File: config.mk
export PLATFORM = sky130hd
export DESIGN_NAME = cdc_req_arbiter
export DESIGN_NICKNAME = d
export VERILOG_FILES = /design/src/rtl/cdc_pkg.sv /design/src/rtl/cdc_rr_pick.sv /design/src/rtl/cdc_req_arbiter.sv
export SDC_FILE = /design/constraint.sdc
export NUM_CORES = 1
export LEC_CHECK = 0
export BUFFER_PORTS_ARGS = -buffer_cell sky130_fd_sc_hd__buf_2
export CAP_MARGIN = 10
export CORE_AREA = 2 2 131 133
export CTS_BUF_LIST = sky130_fd_sc_hd__clkbuf_4
export CTS_CLUSTER_DIAMETER = 50
export DETAILED_ROUTE_END_ITERATION = 8
export DIE_AREA = 0 0 133 135
export GPL_ROUTABILITY_DRIVEN = 0
export REMOVE_ABC_BUFFERS = 1
export SLEW_MARGIN = 20
export SYNTH_ARGS = -nofsm -noshare
export SYNTH_HDL_FRONTEND = slang
export SYNTH_HIERARCHICAL = 1
export SYNTH_SLANG_ARGS = --single-unit
File: constraint.sdc
create_clock -name clk -period 6.5 [get_ports clk]
set_clock_uncertainty 0.05 [all_clocks]
set_input_delay 0.975 -clock clk [delete_from_list [all_inputs] [get_ports clk]]
set_output_delay 0.975 -clock clk [all_outputs]
set_load 0.02 [all_outputs]
File: src/rtl/cdc_pkg.sv
// Shared types and constants for the CDC request arbiter and its round-robin picker.
package cdc_pkg;

  typedef enum logic [0:0] {
    ST_IDLE = 1'b0,
    ST_BUSY = 1'b1
  } arb_state_t;

  localparam arb_state_t  STATE_RST = ST_IDLE;
  localparam int unsigned PTR_RST   = 32'd0;

  // Tag width for n requesters; never narrower than one bit.
  function automatic int id_width(input int n);
    return (n < 2) ? 1 : $clog2(n);
  endfunction

endpackage

File: src/rtl/cdc_rr_pick.sv
// Combinational round-robin picker: first requester at or after ptr, searching with wrap.
module cdc_rr_pick
  import cdc_pkg::*;
#(
  parameter int N  = 4,
  parameter int IW = id_width(N)
) (
  input  logic [N-1:0]  req,
  input  logic [IW-1:0] ptr,
  output logic [N-1:0]  gnt,
  output logic [IW-1:0] idx,
  output logic          any
);

  localparam logic [IW:0] N_EXT = (IW+1)'(N);

  logic [N-1:0] rot_s;
  logic [IW:0]  off_s;
  logic [IW:0]  sum_s;

  // Rotate ptr down to bit 0, take the lowest set bit, then map the offset back with one wrap
  always_comb begin
    rot_s = N'({req, req} >> ptr);
    off_s = '0;
    for (int k = N - 1; k >= 0; k--) begin
      off_s = rot_s[k] ? (IW+1)'(k) : off_s;
    end
    any   = |rot_s;
    sum_s = {1'b0, ptr} + off_s;
    idx   = (sum_s >= N_EXT) ? IW'(sum_s - N_EXT) : sum_s[IW-1:0];
    gnt   = any ? (N'(1) << idx) : '0;
  end

endmodule

File: src/rtl/cdc_req_arbiter.sv
// Round-robin arbiter sharing one CDC handshake channel among NUM_REQ source-domain requesters.
module cdc_req_arbiter
  import cdc_pkg::*;
#(
  parameter  int NUM_REQ = 4,
  parameter  int DATA_W  = 64,
  localparam int ID_W    = id_width(NUM_REQ)
) (
  input  logic                      clk,
  input  logic                      rst_n,
  input  logic [NUM_REQ-1:0]        req_in,
  output logic [NUM_REQ-1:0]        rdy_in,
  input  logic [NUM_REQ*DATA_W-1:0] data_in,
  output logic                      req_out,
  input  logic                      rdy_out,
  output logic [DATA_W-1:0]         data_out,
  output logic [ID_W-1:0]           id_out
);

  localparam logic [ID_W-1:0] PTR_LAST = ID_W'(NUM_REQ - 1);
  localparam logic [ID_W-1:0] PTR_INIT = ID_W'(PTR_RST);

  arb_state_t          state_r;
  arb_state_t          state_nxt_s;
  logic [ID_W-1:0]     ptr_r;
  logic [ID_W-1:0]     ptr_nxt_s;
  logic [ID_W-1:0]     g_idx_s;
  logic [NUM_REQ-1:0]  gnt_s;
  logic                any_s;
  logic                free_s;
  logic                accept_s;
  logic [DATA_W-1:0]   sel_data_s;
  logic [DATA_W-1:0]   data_r;
  logic [ID_W-1:0]     id_r;

  cdc_rr_pick #(
    .N  (NUM_REQ),
    .IW (ID_W)
  ) u_pick (
    .req (req_in),
    .ptr (ptr_r),
    .gnt (gnt_s),
    .idx (g_idx_s),
    .any (any_s)
  );

  // Slot is free when empty or when the held beat leaves this cycle; nothing is offered in reset
  always_comb begin
    free_s     = (state_r == ST_IDLE) | rdy_out;
    accept_s   = any_s & free_s & rst_n;
    rdy_in     = accept_s ? gnt_s : '0;
    ptr_nxt_s  = accept_s ? ((g_idx_s == PTR_LAST) ? '0 : g_idx_s + ID_W'(1)) : ptr_r;
    sel_data_s = '0;
    for (int i = 0; i < NUM_REQ; i++) begin
      sel_data_s = sel_data_s | (gnt_s[i] ? data_in[i*DATA_W +: DATA_W] : '0);
    end
  end

  // State register
  always_ff @(posedge clk or negedge rst_n) begin
    if (!rst_n) begin
      state_r <= STATE_RST;
    end else begin
      state_r <= state_nxt_s;
    end
  end

  // Next state: an accept fills the slot, a drain without accept empties it
  always_comb begin
    state_nxt_s = state_r;
    case (state_r)
      ST_IDLE: state_nxt_s = accept_s ? ST_BUSY : ST_IDLE;
      ST_BUSY: state_nxt_s = (accept_s | ~rdy_out) ? ST_BUSY : ST_IDLE;
      default: state_nxt_s = STATE_RST;
    endcase
  end

  // Output decode straight from flops, so rdy_out never reaches the channel side combinationally
  always_comb begin
    req_out  = (state_r == ST_BUSY);
    data_out = data_r;
    id_out   = id_r;
  end

  // Pointer and held beat change only on accept; a drain leaves data/id as they were
  always_ff @(posedge clk or negedge rst_n) begin
    if (!rst_n) begin
      ptr_r  <= PTR_INIT;
      data_r <= '0;
      id_r   <= '0;
    end else begin
      ptr_r <= ptr_nxt_s;
      if (accept_s) begin
        data_r <= sel_data_s;
        id_r   <= g_idx_s;
      end
    end
  end

endmodule

==> flow_summary.json <==
{
  "p_leak_nw": 3.216,
  "grt_pass1_vias": 4561,
  "worst-setup-path-type": "in2out",
  "setup_viol": 0,
  "yosysMostFrequentCell": "a22oi_1",
  "clk_pin_slew_worst_paths_ns": 0.12,
  "synth-seq-cells": 69,
  "area_growth_pct": 46.51,
  "start_util_pct": 25.69,
  "finalCritPeriodShare_pct": 64.16,
  "grt_overflow": 0,
  "clock.fmax_mhz": 239.8,
  "cts_setup_buffers": 0,
  "grt_pass1_wl_um": 22960,
  "power.total_mw": 3.439,
  "rrSetupSlack_ns": 3.09,
  "synthCells": 409,
  "antenna_left": 0,
  "ys_top_cells_by_area": "dfrtp_1 (41%), a22oi_1 (23%), mux2_2 (17%), nand2_1 (6.2%), buf_2 (2.8%)",
  "grt_setup_unrepaired": "false",
  "synth_area_mm2": 0.004215,
  "dr_wl_met3_um": 963,
  "cts_buffers": 9,
  "ctsHoldBuffers": 0,
  "start_kind": "input pin",
  "nets": 990,
  "crit_start": "req_in[0]",
  "fp.dieW_um": 133,
  "drt_wl_total_um": 14900,
  "r2r-end": "data_out[7]",
  "path_cells": "buf_2 -> inv_2 -> o21ai_1 -> a21oi_1 -> o31a_1 -> ha_1 -> xnor2_2 -> or3_2 -> a21oi_4 -> and2_1 -> buf_2",
  "yosys.area.top_type_share_pct": 40.96,
  "wl_per_cell_um": 15.70,
  "synth_area_leader_cell": "dfrtp_1",
  "viasPerCell": 4.780,
  "dp_slack_ns": 2.350,
  "critPathBufInv": 3,
  "synth_edf_count": 0,
  "outcome": "finished clean",
  "wl_met1_um": 6539,
  "vias": 4536,
  "cts-root-buf": "clkbuf_4",
  "async_reset_ff_share_pct": 100.0,
  "reg2reg_depth": 11,
  "cpPeakStageDelay_ns": 0.57,
  "slew_headroom_pct": 50.11,
  "layout-drive-gt1-share_pct": 58.79,
  "layout.cells.non_filler": 949,
  "die_y_um": 135,
  "crit_slowest_cell": "or3_2",
  "seq_area_frac_synth_pct": 40.96,
  "ios": 334,
  "worst_pin_slew_ns": 0.7484,
  "drt-pass1-iter-count": 5,
  "clk_latency_ns": 0.42,
  "timing.final.crit_period_ns": 4.170,
  "cts_max_path_buffers": 2,
  "final_hold_viol_count": 0,
  "synthTopCellsByCount": "a22oi_1 (128), nand2_1 (70), dfrtp_1 (69)",
  "hp-class": "in2async",
  "drv_cap": 0,
  "portBuffers": 333,
  "cts_tree": "yes",
  "yosysUniqueCellTypes": 33,
  "ys_warn_count": 6,
  "timing.final.ws_setup_ns": 2.330,
  "antenna_found_initial": 1,
  "ctsResizeCount": 0,
  "critical-path-top-cell-by-count": "buf_2",
  "coreArea_mm2": 0.01641,
  "grt_util_all_layers_pct": 16.27,
  "cp.arrival_ns": 3.15,
  "dp_hpwl_um": 11050,
  "die_area_mm2": 0.01796,
  "dp.cells": 933,
  "top_layer_used": "met4",
  "drcViolationCount": 0,
  "clock-sinks": 69,
  "cp_top_family": "simple AND/OR/NAND/NOR gates",
  "ir_drop_uv": 374.2,
  "cp-end-kind": "output port",
  "first_iter_violations": 234,
  "rows": 47,
  "cp.required_ns": 5.47,
  "maxSlewViolCount": 0,
  "reg2reg_from": "ptr_r[1]",
  "ys.flop_type": "dfrtp_1",
  "crit_fanout": 4,
  "synth_area_per_cell_um2": 10.31,
  "p_per_area_mw_per_mm2": 556.8,
  "grt_max_degree": 65,
  "htreeDepth": 3,
  "nFillCells": 1689,
  "dr_wl_met2_um": 7240,
  "fin_tns_setup_ns": 0
}
## placed cells by master (no fill, tap or decap), types with 2 or more instances in the layout
| master | netlist | layout |
|---|---|---|
| clkinv_2 | 0 | 2 |
| inv_1 | 2 | 2 |
| buf_2 | 24 | 332 |
| and2_1 | 4 | 4 |
| ha_1 | 3 | 3 |
| a21oi_4 | 1 | 3 |
| or4b_1 | 2 | 2 |
| or3b_1 | 2 | 2 |
| dfrtp_1 | 69 | 69 |
| nand2_1 | 70 | 70 |
| buf_4 | 7 | 8 |
| clkbuf_4 | 0 | 10 |
| mux2_2 | 63 | 63 |
| mux2_1 | 5 | 5 |
| nor2_1 | 2 | 2 |
| a21oi_1 | 4 | 2 |
| nor3b_2 | 0 | 2 |
| o21ai_1 | 2 | 2 |
| a22oi_1 | 128 | 128 |
## per-layer routing
metal,vias to the layer above,GRT usage [%]
met5,-,0
met4,0,5.257
met3,13,4.242
met2,199,26.71
met1,2129,20.97
li1,2195,-
## sequential cells by signal (all words and copies together), names as in the netlist
register / count
data_out: 64
id_out: 2
ptr_r: 2
req_out: 1
## worst max path at each step
| stage | to | cells past startpoint | slack (ns) |
|---|---|---|---|
| global placement | rdy_in[2] | 11 | 2.34 |
| CTS | rdy_in[2] | 11 | 2.33 |
| floorplan | rdy_in[1] | 9 | -0.58 |
| detailed placement | rdy_in[2] | 11 | 2.35 |
| global route | rdy_in[3] | 11 | 2.23 |
| finish | rdy_in[2] | 11 | 2.33 |
## final cells by class
cell class | count | area (um^2) | share of cell area [%]
Multi-Input combinational cell | 301 | 2311 | 37.42
Sequential cell | 69 | 1727 | 27.96
Timing Repair Buffer | 340 | 1722 | 27.88
Tap cell | 220 | 275.3 | 4.457
Clock buffer | 10 | 75.07 | 1.216
Clock inverter | 5 | 52.55 | 0.8509
Inverter | 3 | 11.26 | 0.1823
Antenna cell | 1 | 2.502 | 0.04052
## cell families after synthesis
group | Yosys count | synth area share, %
XOR/XNOR | 1 | 0.3860
multiplexers | 68 | 18.17
flip-flops | 69 | 40.96
AO/OA/AOI/OAI | 140 | 25.08
adder cells (fa/ha/maj) | 3 | 0.8906
AND/OR/NAND/NOR | 89 | 9.528
buffers and inverters | 39 | 4.987
## report_power, final
part           leakage (nW)  internal, mW  switching [mW]
registers             0.841         0.648           0.109
logic                  2.30         0.964            1.44
clock network        0.0737         0.118           0.155
## per-stage QoR
| stage | cell area [um^2] | util [%] | hold slack [ns] |
|---|---|---|---|
| global placement | 6046 | 36.85 | 0.4134 |
| global route | 6176 | 37.64 | 0.3823 |
| floorplan | 4016 | - | 0.5595 |
| detailed placement | 6046 | 36.85 | 0.4262 |
| CTS | 6173 | 37.63 | 0.3652 |
| finish | 6176 | 37.64 | 0.4150 |
Power figures use the tool's default switching activity.
